### config.mk
export PLATFORM = sky130hd
export DESIGN_NAME = head_prune_ctrl
export DESIGN_NICKNAME = d
export VERILOG_FILES = /design/src/rtl/head_prune_pkg.sv /design/src/rtl/head_prune_ctrl.sv
export SDC_FILE = /design/constraint.sdc
export NUM_CORES = 1
export LEC_CHECK = 0
export CORE_ASPECT_RATIO = 0.6
export CORE_UTILIZATION = 49
export DETAILED_ROUTE_END_ITERATION = 10
export GPL_ROUTABILITY_DRIVEN = 1
export GPL_TIMING_DRIVEN = 1
export HOLD_SLACK_MARGIN = 0.08
export PLACE_DENSITY = 0.86
export SLEW_MARGIN = 20
export SYNTH_ARGS = -nofsm -noshare
export SYNTH_HDL_FRONTEND = slang
export SYNTH_SLANG_ARGS = --single-unit
### constraint.sdc
create_clock -name clk -period 2.02 [get_ports clk]
set_input_delay 0.202 -clock clk [delete_from_list [all_inputs] [get_ports clk]]
set_output_delay 0.202 -clock clk [all_outputs]
set_load 0.005 [all_outputs]
### src/rtl/head_prune_pkg.sv
// Shared definitions for the attention-head pruning controller.
package head_prune_pkg;

  localparam int unsigned NUM_HEADS_DEF  = 8;
  localparam int unsigned ACC_CYCLES_DEF = 2;
  // Data width of the systolic array feeding the mean unit.
  localparam int unsigned WIDTH          = 8;

  typedef enum logic [2:0] {
    StIdle,
    StClear,
    StWait,
    StAccum,
    StCompare,
    StSample,
    StFin
  } state_e;

endpackage

### src/rtl/head_prune_ctrl.sv
// Sequences the mean unit over each attention head of a pass and collects
// per-head prune decisions into prune_mask / keep_count.
module head_prune_ctrl
  import head_prune_pkg::*;
#(
  parameter int unsigned NUM_HEADS  = NUM_HEADS_DEF,
  parameter int unsigned ACC_CYCLES = ACC_CYCLES_DEF
) (
  input  logic                 clk,
  input  logic                 reset,
  input  logic                 start,
  input  logic                 abort,
  input  logic [3:0]           num_heads,
  input  logic                 mat_valid,
  output logic                 mat_ready,
  output logic                 mean_enable,
  output logic                 mean_compare,
  output logic                 mean_reset_n,
  input  logic                 mean_prune,
  output logic [2:0]           head_idx,
  output logic                 busy,
  output logic                 done,
  output logic [NUM_HEADS-1:0] prune_mask,
  output logic [3:0]           keep_count
);

  localparam int unsigned AccW      = (ACC_CYCLES > 1) ? $clog2(ACC_CYCLES) : 1;
  localparam logic [AccW-1:0] AccLast = AccW'(ACC_CYCLES - 1);
  localparam logic [3:0]   NumHeadsW = 4'(NUM_HEADS);

  state_e                state_q, state_d;
  logic [2:0]            head_idx_q, head_idx_d;
  logic [3:0]            heads_q, heads_d;
  logic [AccW-1:0]       acc_cnt_q, acc_cnt_d;
  logic [NUM_HEADS-1:0]  prune_mask_q, prune_mask_d;
  logic [3:0]            keep_count_q, keep_count_d;
  logic                  mean_enable_q, mean_enable_d;
  logic                  mean_compare_q, mean_compare_d;
  logic                  mean_reset_n_q, mean_reset_n_d;
  logic                  done_q, done_d;
  logic                  abort_hit;

  always_comb begin
    state_d        = state_q;
    head_idx_d     = head_idx_q;
    heads_d        = heads_q;
    acc_cnt_d      = acc_cnt_q;
    prune_mask_d   = prune_mask_q;
    keep_count_d   = keep_count_q;
    abort_hit      = 1'b0;

    if (state_q != StIdle && abort) begin
      state_d   = StIdle;
      abort_hit = 1'b1;
    end else begin
      unique case (state_q)
        StIdle: begin
          if (start && !abort) begin
            state_d      = StClear;
            head_idx_d   = '0;
            prune_mask_d = '0;
            keep_count_d = '0;
            heads_d      = (num_heads == 4'd0 || num_heads > NumHeadsW) ? NumHeadsW : num_heads;
          end
        end
        StClear: state_d = StWait;
        StWait: begin
          if (mat_valid) begin
            state_d   = StAccum;
            acc_cnt_d = '0;
          end
        end
        StAccum: begin
          if (acc_cnt_q == AccLast) state_d = StCompare;
          else acc_cnt_d = acc_cnt_q + 1'b1;
        end
        StCompare: state_d = StSample;
        StSample: begin
          prune_mask_d[head_idx_q] = mean_prune;
          if (!mean_prune) keep_count_d = keep_count_q + 4'd1;
          if ({1'b0, head_idx_q} == heads_q - 4'd1) begin
            state_d = StFin;
          end else begin
            head_idx_d = head_idx_q + 3'd1;
            state_d    = StClear;
          end
        end
        StFin:   state_d = StIdle;
        default: state_d = StIdle;
      endcase
    end

    // Mean-unit controls are registered from the next state so they align with it.
    mean_enable_d  = (state_d == StAccum) || (state_d == StCompare);
    mean_compare_d = (state_d == StCompare);
    mean_reset_n_d = !((state_d == StClear) || abort_hit);
    done_d         = (state_q == StFin) && !abort_hit;
  end

  always_ff @(posedge clk) begin
    if (reset) begin
      state_q        <= StIdle;
      head_idx_q     <= '0;
      heads_q        <= NumHeadsW;
      acc_cnt_q      <= '0;
      prune_mask_q   <= '0;
      keep_count_q   <= '0;
      mean_enable_q  <= 1'b0;
      mean_compare_q <= 1'b0;
      mean_reset_n_q <= 1'b0;
      done_q         <= 1'b0;
    end else begin
      state_q        <= state_d;
      head_idx_q     <= head_idx_d;
      heads_q        <= heads_d;
      acc_cnt_q      <= acc_cnt_d;
      prune_mask_q   <= prune_mask_d;
      keep_count_q   <= keep_count_d;
      mean_enable_q  <= mean_enable_d;
      mean_compare_q <= mean_compare_d;
      mean_reset_n_q <= mean_reset_n_d;
      done_q         <= done_d;
    end
  end

  assign mat_ready    = (state_q == StSample);
  assign busy         = (state_q != StIdle);
  assign mean_enable  = mean_enable_q;
  assign mean_compare = mean_compare_q;
  assign mean_reset_n = mean_reset_n_q;
  assign done         = done_q;
  assign head_idx     = head_idx_q;
  assign prune_mask   = prune_mask_q;
  assign keep_count   = keep_count_q;

endmodule

==> summary.txt <==
Power and ir drop
  • Leakage: 0.000639 µW
  • Total Power: 992 µW
  • Total power divided by cell area: 545 mW/mm²
  • Max VDD drop: 0.431 mV

Logic synthesis
  • Synthesized area: 0.00138 mm²
  • Simple-Gate Fraction of Synth Area: 26.4%
  • Register bit total from synthesis: 27
  • Ys async rst share: 0%
  • EDFF count, synth: 0
  • Yosys synthesis warning count: 0
  • Top FF cell, synth: dfxtp_1
  • Largest family of logic cells by synthesized area: simple AND/OR/NAND/NOR gates
  • Synth Area in Compound Gates: 22.3%
  • Sequential-to-total area share from yosys stat: 39.1%
  • Syn Nets: 183
  • Largest cells by area after synthesis: dfxtp_1, a21oi_1, nor2_1
  • Post-synthesis cell count: 170
  • Synth area leader: dfxtp_1
  • Adder-cell share of the synthesized area: 2.71%
  • Synth top area share: 39.1%
  • Synth unique cells: 42
  • Multiplexer share of the synthesized area: 0.724%
  • Syn avg cell area: 8.13 µm²
  • Post-Synth XOR/XNOR Area: 3.17%

Worst setup path
  • Reg2reg path depth: 5
  • Crit-path cells: or4b_1 > nand4_1 > o21ba_2 > or3_1 > a211oi_2
  • CP endpoint: head_idx[2]
  • Setup Crit Path Kind: flop to flop
  • Reg-to-reg critical path endpoint: head_idx[2]
  • Worst Path Required: 2220 ps
  • Crit path from: heads_q[3]
  • Nature of the critical path endpoint: flop
  • Slowest stage delay, CP: 570 ps
  • Critical Path Source Type: flop
  • CP max FO: 5
  • Worst path slowest cell: or4b_1
  • R2R setup slack: 80 ps
  • Reg2reg start: heads_q[3]
  • CP arrival: 2140 ps

Die
  • DIE AREA: 0.00304 mm²
  • Core Area: 0.00259 mm²
  • Die width: 70.6 µm
  • Initial Util: 53.3%
  • Height of the die: 43.1 µm
  • Top-Level Pins: 31
  • Std cell rows: 14

Drt
  • Routed Antenna Nets: 0
  • WL/cell: 15.7 µm
  • Drt initial violations: 108
  • DRC: 4
  • Final WL: 3.70 mm
  • Avg Vias per Cell: 5.91
  • Vias: 1388
  • DR pass1 iterations: 7

Timing
  • Setup WS post-layout: 78.6 ps
  • Clk_skew: 6.28 ps
  • Final Hold Viols: 0
  • Fmax: 515 MHz
  • Measured slew at the worst slew-check pin: 405 ps
  • Setup violators final: 0
  • Setup_tns: 0 ps
  • Final worst path period need: 1940 ps
  • Slew HR: 73.0%
  • RSZ-0062 raised after global routing: no
  • Slew Limit Fails: 0
  • Period utilization: 96.1%

Global routing
  • GRT Total Usage: 26.0%
  • Global route total overflow: 0
  • First-pass GRT wire length: 6.00 mm
  • Largest net degree at the start of global routing: 23
  • Initial antenna violation count: 0
  • Number of global-route vias before repair: 1271

Layout
  • Reg area: 542 µm²
  • Layout net count: 217
  • Filler cells: 209
  • Non-filler cells, final: 235
  • Area grow syn2layout: 31.5%
  • Final core occ: 70.1%
  • Multi-input gate area: 782 µm²
  • Ant. Diodes: 0
  • Layout cells sized above 1: 11.8%

Clock network
  • Setup repair bufs after CTS: 0
  • CTS tree: built
  • H-tree depth: 1
  • Total CTS buffers: 3
  • CTS Sinks: 27
  • Deepest clock path buffer count: 2
  • Hold-fix buffers, CTS: 0
  • Clock Latency Late Sink: 280 ps
  • Clock transition at path regs: 100 ps
  • Root Driver: clkbuf_8

Min path
  • Worst hold path type: flop to flop

Job
  • Max-cap violations: 0

Place
  • Placer Congestion: 0.892
  • PortBufs: 30
  • Placed Cells: 231
  • Post-DP HPWL: 2.68 mm
  • Pre-CTS setup slack: -12.7 ps

Run status
  • Status: finished, violations left
  • Failing checks: design-rule violations
## power breakdown
| part | internal [µW] | switching, µW | leakage, µW |
|---|---|---|---|
| clock | 140 | 177 | 0.0000217 |
| combinational | 59.7 | 67.2 | 0.000398 |
| sequential | 541 | 6.44 | 0.000219 |
## metrics by stage
stage | cell area, µm² | hold WS, ps
final | 1820 | 492
after global routing | 1820 | 524
after CTS | 1810 | 490
after detailed placement | 1750 | 476
after global placement | 1750 | 465
after floorplan | 1380 | 275
## worst min-delay path by stage
stage	slack (ps)	cells after the start	end	startpoint
after global routing	520	2	prune_mask[2]	prune_mask[2]
after CTS	490	2	prune_mask[6]	prune_mask[6]
after detailed placement	480	2	prune_mask[6]	prune_mask[6]
final	490	2	heads_q[0]	heads_q[0]
after global placement	460	2	prune_mask[6]	prune_mask[6]
after floorplan	270	1	head_idx[2]	reset
## state kept, by name (all words and copies together), names as in the netlist
register,count
prune_mask,8
heads_q,4
keep_count,4
head_idx,3
state_q,3
acc_cnt_q,1
done,1
mean_compare,1
mean_enable,1
mean_reset_n,1
## cell families after synthesis
family / Yosys count
buffers and inverters: 18
AND/OR/NAND/NOR: 69
flip-flops: 27
adder cells (fa/ha/maj): 3
XOR/XNOR: 5
multiplexers: 1
AO/OA/AOI/OAI: 47
## synth_stat cells (2+ instances only)
cell type  instances
nor2b_1            2
a22oi_1            2
nor2_1            17
xor2_1             4
nand2_1           12
o21bai_1           2
inv_1              5
nand3_1            8
and3_1             2
o21ai_1           10
nor3b_1            3
ha_1               3
a32oi_1            3
nand3b_1           5
clkbuf_1           9
a31oi_1            3
o21ai_0            3
nand4_1            5
dfxtp_1           27
nor3_1             7
buf_2              2
a21oi_1           15
a211o_1            2
## critical path: cells and delay by family (launching register included)
kind               cells  cell delay [ps]
and+or+nand+nor        3             1060
DFF                    1              360
AOI/OAI and AO/OA      2              440
## routing by layer
metal	vias to the layer above	GRT usage, %	wire length, µm
met4	0	6.00	19
li1	675	-	-
met1	651	35.5	1640
met2	58	42.1	1720
met3	4	6.18	316
met5	-	0	0
## what timing repair did
item                                    CTS  global route
endpoints found under the setup margin    1             3
resized for setup                         1             4
pin swaps                                 0             0
## final cells by class
| class | instances | share of cell area, % |
|---|---|---|
| Inverter | 6 | 1.24 |
| Clock buffer | 3 | 2.27 |
| Timing Repair Buffer | 41 | 21.1 |
| Tap cell | 32 | 2.20 |
| Clock inverter | 1 | 0.413 |
| Multi-Input combinational cell | 125 | 43.0 |
| Sequential cell | 27 | 29.8 |
## layout by cell type (no fill, tap or decap), types with 7 or more instances in the layout
| cell | instances |
|---|---|
| o21ai_1 | 10 |
| a21oi_1 | 15 |
| nand2_1 | 12 |
| nand3_1 | 8 |
| dfxtp_1 | 26 |
| buf_4 | 11 |
| nor2_1 | 17 |
| nor3_1 | 7 |
| clkdlybuf4s50_1 | 30 |
Note: power is estimated with default switching activity, not from simulation.
